### config.mk
export PLATFORM = sky130hd
export DESIGN_NAME = st_window_accum
export DESIGN_NICKNAME = d
export VERILOG_FILES = /design/src/rtl/st_window_pkg.sv /design/src/rtl/st_window_accum_if.sv /design/src/rtl/st_out_reg.sv /design/src/rtl/st_window_accum.sv
export SDC_FILE = /design/constraint.sdc
export NUM_CORES = 1
export LEC_CHECK = 0
export ABC_AREA = 0
export CAP_MARGIN = 20
export CORE_MARGIN = 1.5
export CORE_UTILIZATION = 54
export DETAILED_ROUTE_END_ITERATION = 8
export PLACE_DENSITY = 0.88
export SYNTH_ARGS = -nofsm -noshare
export SYNTH_HDL_FRONTEND = slang
export SYNTH_SLANG_ARGS = --single-unit
### constraint.sdc
create_clock -name csi_clk -period 2.5 [get_ports csi_clk]
set_input_delay 0.5 -clock csi_clk [delete_from_list [all_inputs] [get_ports csi_clk]]
set_output_delay 0.5 -clock csi_clk [all_outputs]
set_load 0.03 [all_outputs]
### src/rtl/st_window_pkg.sv
// Shared sizing and types for the windowed result accumulator.
package st_window_pkg;

   localparam int DATA_W = 16;
   localparam int WINDOW = 16;
   localparam int CNT_W  = $clog2(WINDOW);
   localparam int SUM_W  = DATA_W + CNT_W;

   typedef logic [DATA_W-1:0] data_t;
   typedef logic [SUM_W-1:0]  sum_t;
   typedef logic [CNT_W-1:0]  cnt_t;

   localparam cnt_t CNT_LAST = cnt_t'(WINDOW - 1);

endpackage

### src/rtl/st_window_accum_if.sv
// Valid/ready stream carrying one window sum; master drives data/valid, slave drives ready.
interface st_window_accum_if
   import st_window_pkg::*;
();

   sum_t data;
   logic valid;
   logic ready;

   modport master (output data, output valid, input ready);
   modport slave  (input data, input valid, output ready);

endinterface

### src/rtl/st_out_reg.sv
// One-entry valid/ready holding register: loads a value, holds it under backpressure, drains on transfer.
module st_out_reg
   import st_window_pkg::*;
(
   input  logic               csi_clk,
   input  logic               rsi_reset_n,
   input  logic               load,
   input  sum_t               load_data,
   st_window_accum_if.master  out_if
);

   logic valid_q, valid_d;
   sum_t data_q,  data_d;

   // NOTE: every variable written here gets a default first, so no path can infer a latch.
   always_comb begin
      valid_d = valid_q;
      data_d  = data_q;
      if (valid_q && out_if.ready) begin
         valid_d = 1'b0;
         data_d  = '0;
      end
      // A load on the draining edge wins, so back-to-back sums leave no bubble.
      if (load) begin
         valid_d = 1'b1;
         data_d  = load_data;
      end
   end

   // NOTE: reset is sampled on the clock edge and state updates use non-blocking assignments.
   always_ff @(posedge csi_clk) begin
      if (!rsi_reset_n) begin
         valid_q <= 1'b0;
         data_q  <= '0;
      end else begin
         valid_q <= valid_d;
         data_q  <= data_d;
      end
   end

   assign out_if.valid = valid_q;
   assign out_if.data  = data_q;

endmodule

### src/rtl/st_window_accum.sv
// Accumulates WINDOW accepted result beats and emits one sum per window.
// Build with WIN_AVG_EN defined to emit the truncated window mean instead of the sum.
module st_window_accum
   import st_window_pkg::*;
(
   input  logic  csi_clk,
   input  logic  rsi_reset_n,
   input  data_t asi_in0_data,
   input  logic  asi_in0_valid,
   output logic  asi_in0_ready,
   output sum_t  aso_out0_data,
   output logic  aso_out0_valid,
   input  logic  aso_out0_ready
);

   st_window_accum_if out_if ();

   sum_t acc_q, acc_d;
   cnt_t cnt_q, cnt_d;
   logic accept;
   logic close;
   sum_t sum_full;
   sum_t load_data;

   assign out_if.ready = aso_out0_ready;
   assign aso_out0_data  = out_if.data;
   assign aso_out0_valid = out_if.valid;

   // Only the closing beat can stall: it needs the output register free or draining.
   assign asi_in0_ready = !(cnt_q == CNT_LAST && out_if.valid && !out_if.ready);
   assign accept        = asi_in0_valid && asi_in0_ready;
   assign close         = accept && (cnt_q == CNT_LAST);
   assign sum_full      = acc_q + sum_t'(asi_in0_data);

`ifdef WIN_AVG_EN
   assign load_data = sum_full >> CNT_W;
`else
   assign load_data = sum_full;
`endif

   always_comb begin
      acc_d = acc_q;
      cnt_d = cnt_q;
      if (close) begin
         acc_d = '0;
         cnt_d = '0;
      end else if (accept) begin
         acc_d = sum_full;
         cnt_d = cnt_q + cnt_t'(1);
      end
   end

   always_ff @(posedge csi_clk) begin
      if (!rsi_reset_n) begin
         acc_q <= '0;
         cnt_q <= '0;
      end else begin
         acc_q <= acc_d;
         cnt_q <= cnt_d;
      end
   end

   st_out_reg u_out_reg (
      .csi_clk     (csi_clk),
      .rsi_reset_n (rsi_reset_n),
      .load        (close),
      .load_data   (load_data),
      .out_if      (out_if)
   );

endmodule

### After elaboration in Yosys (flattened, before gate mapping)

Index checks and enable logic that the tools add are counted.

| cells by class | value |
|---|---|
| bitwise logic cells | 1 |
| multiplexer cells | 4 |
| $add $sub $neg | 2 |
| reductions and logical operators | 9 |
| equality and inequality tests | 1 |

Operators with widths:

| operator | count |
|---|---|
| 2-to-1 mux 20 bit | 2 |
| adder 20 x 16 -> 20 bit | 1 |
| logical AND 1 bit | 5 |
| adder 4 x 1 -> 4 bit (second input constant) | 1 |
| equality test 4 bit (second input constant) | 1 |
| logical NOT 1 bit | 2 |
| 2-to-1 mux 1 bit | 2 |
| nonzero test 2 bit | 1 |
| OR reduction 2 bit | 1 |
| inverter 1 bit | 1 |

| word-level totals | value |
|---|---|
| register bits after elaboration | 45 |
| output and inout bits | 22 |
| logic and storage cells | 21 |

### Longest topological paths before layout

Gate-level depths: netlist of the first run.

| logic depth | value |
|---|---|
| depth after elaboration | 7 |
| gate-level depth with buffers | 8 |

### By module

Synthesis of the first run repeated with hierarchy kept, for this count alone.

| unflattened totals | value |
|---|---|
| cell total of the unflattened synthesis | 315 |
| area total of the unflattened synthesis | 2666.3 um2 |

By module, submodules not included:

| module | cells an instance | instances | area each (um2) |
|---|---|---|---|
| st_window_accum | 223 | 1 | 1756.7 |
| st_out_reg | 92 | 1 | 909.6 |

### Least setup slack after synthesis of the first run

Ideal clock, no wire load.

| timing | value |
|---|---|
| kind | reg-to-reg |
| from | register u_out_reg.valid_q, in the netlist u_out_reg.out_if.valid |
| to | register acc_q[15] |
| buffers on the path | 1 |
| clock period less this slack | 2.294 ns |
| slack | 0.206 ns |
| arrival | 2.167 ns |
| stages on the path, launching flop included | 8 |
| cells stage by stage | dfxtp_1 > nor2b_1 > nand4_1 > and2_1 > clkbuf_1 > nand4_1 > nor2_1 > or3_1 |

| between the ends | value |
|---|---|
| longest elaborated chain between the ends | 6 |

RTL lines:

| element | RTL line | source |
|---|---|---|
| from (decl) | st_out_reg.sv:12 | `logic valid_q, valid_d;` |
| from (signal assigned) | st_out_reg.sv:36 | `valid_q <= valid_d;` |
| logical AND 1 bit * (2 in series) | st_window_accum.sv:30 | `assign asi_in0_ready = !(cnt_q == CNT_LAST && out_if.valid && !out_if.ready);` |
| logical NOT 1 bit * | st_window_accum.sv:30 |  |
| via asi_in0_ready | st_window_accum.sv:10 | `output logic asi_in0_ready,` |
| logical AND 1 bit * | st_window_accum.sv:31 | `assign accept = asi_in0_valid && asi_in0_ready;` |
| logical AND 1 bit | st_window_accum.sv:32 | `assign close = accept && (cnt_q == CNT_LAST);` |
| OR reduction 2 bit (no source line) | -- |  |
| to (signal assigned) | st_window_accum.sv:55 | `acc_q <= '0;` |
| to (signal assigned) | st_window_accum.sv:58 | `acc_q <= acc_d;` |
| to (decl) | st_window_accum.sv:18 | `sum_t acc_q, acc_d;` |

Mark *: on every way through the listed nets, which the timed path passes. The rest lies on a longest branch.
A chain may end at the register's enable or synchronous reset.

### Worst setup path in the final report of the first run

| timing | value |
|---|---|
| from | input aso_out0_ready |
| to | output asi_in0_ready |

| between the ends | value |
|---|---|
| longest elaborated chain between the ends | 3 |

RTL lines:

| element | RTL line | source |
|---|---|---|
| from (decl) | st_window_accum.sv:13 | `input logic aso_out0_ready` |
| logical NOT 1 bit | st_window_accum.sv:30 |  |
| logical AND 1 bit | st_window_accum.sv:30 |  |
| logical NOT 1 bit | st_window_accum.sv:30 |  |
| to (decl) | st_window_accum.sv:10 |  |

Every way passes these cells.

==> metrics.md, run 1 <==
| Metric | Value |
|---|---|
| Kind of start point of the critical path | `input pin` |
| DR DRC count | `0` |
| Unrepaired setup endpoints after global routing | `false` |
| WL/cell | `between 15 and 20 microns` |
| Root Buffer Master | `sky130_fd_sc_hd__clkbuf_8` |
| Buffers added on ports | `41` |
| Worst setup slack for register-to-register paths | `~310 ps` |
| Count of distinct cell types in the synthesized netlist | `54` |
| Final critical-path share of the clock period | `0.968` |
| WP buf/inv | `2` |
| Critical path, cell by cell | `clkdlybuf4s50_1 > nor2b_1 > nand4_1 > clkdlybuf4s50_1` |
| Max Root-Sink Buffers | `2` |
| Critical-path top delay cell | `sky130_fd_sc_hd__clkdlybuf4s50_1` |
| Synth Net Count | `~370` |
| Area delta synth->final | `39.5%` |
| Final Wtd Congestion | `roughly 0.93` |
| Cell taking the most area after synthesis | `sky130_fd_sc_hd__dfxtp_1` |
| Clock latency of the later-clocked register in the worst-skew pair | `approximately 300 ps` |
| Die width | `73.0 microns` |
| Total core area | `4720 sq um` |
| Total GRT Usage | `0.296` |
| Max-cap violations | `0` |
| Arrival time at the worst endpoint | `approximately 1900 ps` |
| Crit-path most repeated cell | `sky130_fd_sc_hd__clkdlybuf4s50_1` |
| Hold Violations, Final | `0` |
| Via density | `about 5.7` |
| Maximum level of the CTS H-tree | `2` |
| Total half-perimeter wirelength after legalization and detailed placement | `5.46 mm` |
| CTS tree | `done` |
| Post-DRT Antenna Nets | `0` |
| YS warnings | `0` |
| Static leakage | `around 1.5 nW` |
| Min Tclk post-route | `2420 ps` |
| Stage delay of the slowest cell on the critical path | `630 ps` |
| Count of TritonRoute iterations in the first routing pass | `4` |
| Number of antenna violations at the first check in global routing | `0` |
| Final setup violation count | `0` |
| Power density cells | `approximately 550 nW/um^2` |
| Clock Sink Count | `45` |
| Share of synthesized flip-flops with an asynchronous set or reset | `0` |
| Clk_skew | `roughly 4.8 ps` |
| Ratio of cells with drive above 1 in the final layout | `0.211` |
| Critical path data required time | `around 2000 ps` |
| IO Pins | `42` |
| Slew of the pin with the lowest slew margin | `499 ps` |
| Worst VDD drop | `between 300 and 400 uV` |
| Die area | `5330 sq um` |
| Top achievable clock speed | `about 410 MHz` |
| Area share of the largest cell type after synthesis | `0.341` |
| Outcome | `completed` |
| Synthesized instance count | `approximately 330` |
| Register bit total from synthesis | `45` |
| Mean area per synthesized cell | `8.04 sq um` |
| Overall Power | `2.02 mW` |
| Via count of the first global-routing pass | `2,762` |
| Cell with the most instances after synthesis | `sky130_fd_sc_hd__nand2_1` |
| NumNets Final | `460` |
| Worst Hold Margin | `445 ps` |
| Top flip-flop cell by instance count after synthesis | `sky130_fd_sc_hd__dfxtp_1` |
| Cell row count | `25` |
| First DRT Iteration DRCs | `297` |
| Most frequent cells after synthesis | `54 x sky130_fd_sc_hd__nand2_1, 45 x sky130_fd_sc_hd__dfxtp_1, 31 x sky130_fd_sc_hd__a21oi_1` |
| Largest net degree at the start of global routing | `15` |
| Detailed Route WL | `~7.4 mm` |
| Largest delay contributor family on the critical path | `buffers and inverters` |
| Count of flip-flops with a built-in enable after synthesis | `0` |
| Number of buffers inserted during clock tree synthesis | `5` |
| Global-route wire length before repair | `about 12 mm` |
| Maximum net fanout on the critical path | `3` |
| Initial standard-cell utilization of the core | `0.560` |
| Die span in y | `roughly 73 microns` |
| Total count of max-transition violations in the final report | `0` |
| Clock Pin Slew Worst Setup and Hold Paths | `approximately 80 ps` |
| Antenna Diode Count | `0` |
| Path category of the worst min-delay check | `reg2reg` |
| Ranking of synthesized cells by area | `sky130_fd_sc_hd__dfxtp_1 34%, sky130_fd_sc_hd__ha_1 8.0%, sky130_fd_sc_hd__nand2_1 7.7%` |
| Max-Slew Margin vs Limit | `0.666` |
| Type of destination of the critical path | `output pin` |
| Final design utilization | `0.781` |
| Global route total overflow | `0` |
| Netlist Area Pre-Place | `approximately 2600 sq um` |
| Vias after detailed routing | `2,763` |
| Seq/Total Area, Yosys | `0.341` |
| Crit path kind | `in2out` |
flip-flops by register name, indices dropped and copies added, names as in the netlist:
signal / flops
cnt_q: 4
u_out_reg.out_if.data: 20
u_out_reg.out_if.valid: 1
acc_q: 20
repair_timing:
action                                  in CTS  in global routing
endpoints found under the hold margin        0                  0
endpoints found under the setup margin       8                 16
buffers inserted                             1                  2
hold buffers                                 0                  0
pin swaps                                    1                  8
gates resized for setup                      2                 15
cell usage in the layout (no fill, tap or decap), types with 5 or more instances in the layout:
master and count:
sky130_fd_sc_hd__a21boi_0 5, sky130_fd_sc_hd__a21oi_1 30, sky130_fd_sc_hd__and2_1 8, sky130_fd_sc_hd__buf_4 58, sky130_fd_sc_hd__clkbuf_8 5, sky130_fd_sc_hd__clkdlybuf4s50_1 40, sky130_fd_sc_hd__dfxtp_1 45, sky130_fd_sc_hd__ha_1 14
sky130_fd_sc_hd__nand2_1 54, sky130_fd_sc_hd__nand3_1 10, sky130_fd_sc_hd__nand4_1 8, sky130_fd_sc_hd__nor2_1 18, sky130_fd_sc_hd__nor2b_1 6, sky130_fd_sc_hd__nor3_1 11, sky130_fd_sc_hd__o21a_1 5, sky130_fd_sc_hd__o21ai_0 10
sky130_fd_sc_hd__o21ai_1 8, sky130_fd_sc_hd__xnor2_1 9, sky130_fd_sc_hd__xor2_1 6
worst paths after layout:
path / endpoint / from / depth (start not counted)
min reg2reg: u_out_reg.out_if.data[19] / u_out_reg.out_if.data[19] / 2
max reg2reg: acc_q[10] / acc_q[0] / 8
min: u_out_reg.out_if.data[19] / u_out_reg.out_if.data[19] / 2
max: asi_in0_ready / aso_out0_ready / 4
layout make-up:
class,count,area (sq um)
inverters,4,15.0
clock buffers,5,68.8
repair buffers,99,848
fillers,354,1030
flip-flops and latches,45,901
multi-input cells,267,1740
well taps,67,83.8
clock inverters,2,35.0
where the power goes:
group | switching [mW] | total (mW) | internal, mW | leakage [nW]
Combinational | 0.356 | 0.700 | 0.344 | 1.10
Sequential | 0.0258 | 0.779 | 0.753 | 0.366
Clock | 0.251 | 0.542 | 0.291 | 0.0540
tightest hold or removal path, stage by stage (launching register included):
cell and delay, ps:
sky130_fd_sc_hd__dfxtp_1 310, sky130_fd_sc_hd__nand2_1 50, sky130_fd_sc_hd__o21ai_1 50
routing by layer:
metal,track usage,wire length (microns)
met1,0.357,3050
met2,0.523,3770
met5,0,0
met3,0.0483,442
met4,0.113,121
cells by family after synthesis:
group                      Yosys count  synth area share
buffers and inverters               17            0.0260
adders and majority gates           18            0.0880
and+or+nand+nor                    137             0.253
xor gates and xnor gates            16            0.0530
muxes                                2           0.00757
AOI/OAI and AO/OA                   94             0.232
DFF                                 45             0.341
metrics by stage:
step                instance area (sq um)  std cells  setup WS, ps  setup TNS [ps]
floorplan                            2650        329           206               0
global placement                     3500        479          -356           -4710
detailed placement                   3500        479          -450           -6190
CTS                                  3620        487          37.9               0
global route                         3690        489         0.203               0
finish                               3690        489          78.8               0
Note: power is estimated with default switching activity, not from simulation.
==> run 2, diff against run 1 <==
SLEW_MARGIN = 10   (was default)
==> results of run 2 <==
No change in the layout: final DEF, timing and power equal those of run 1.
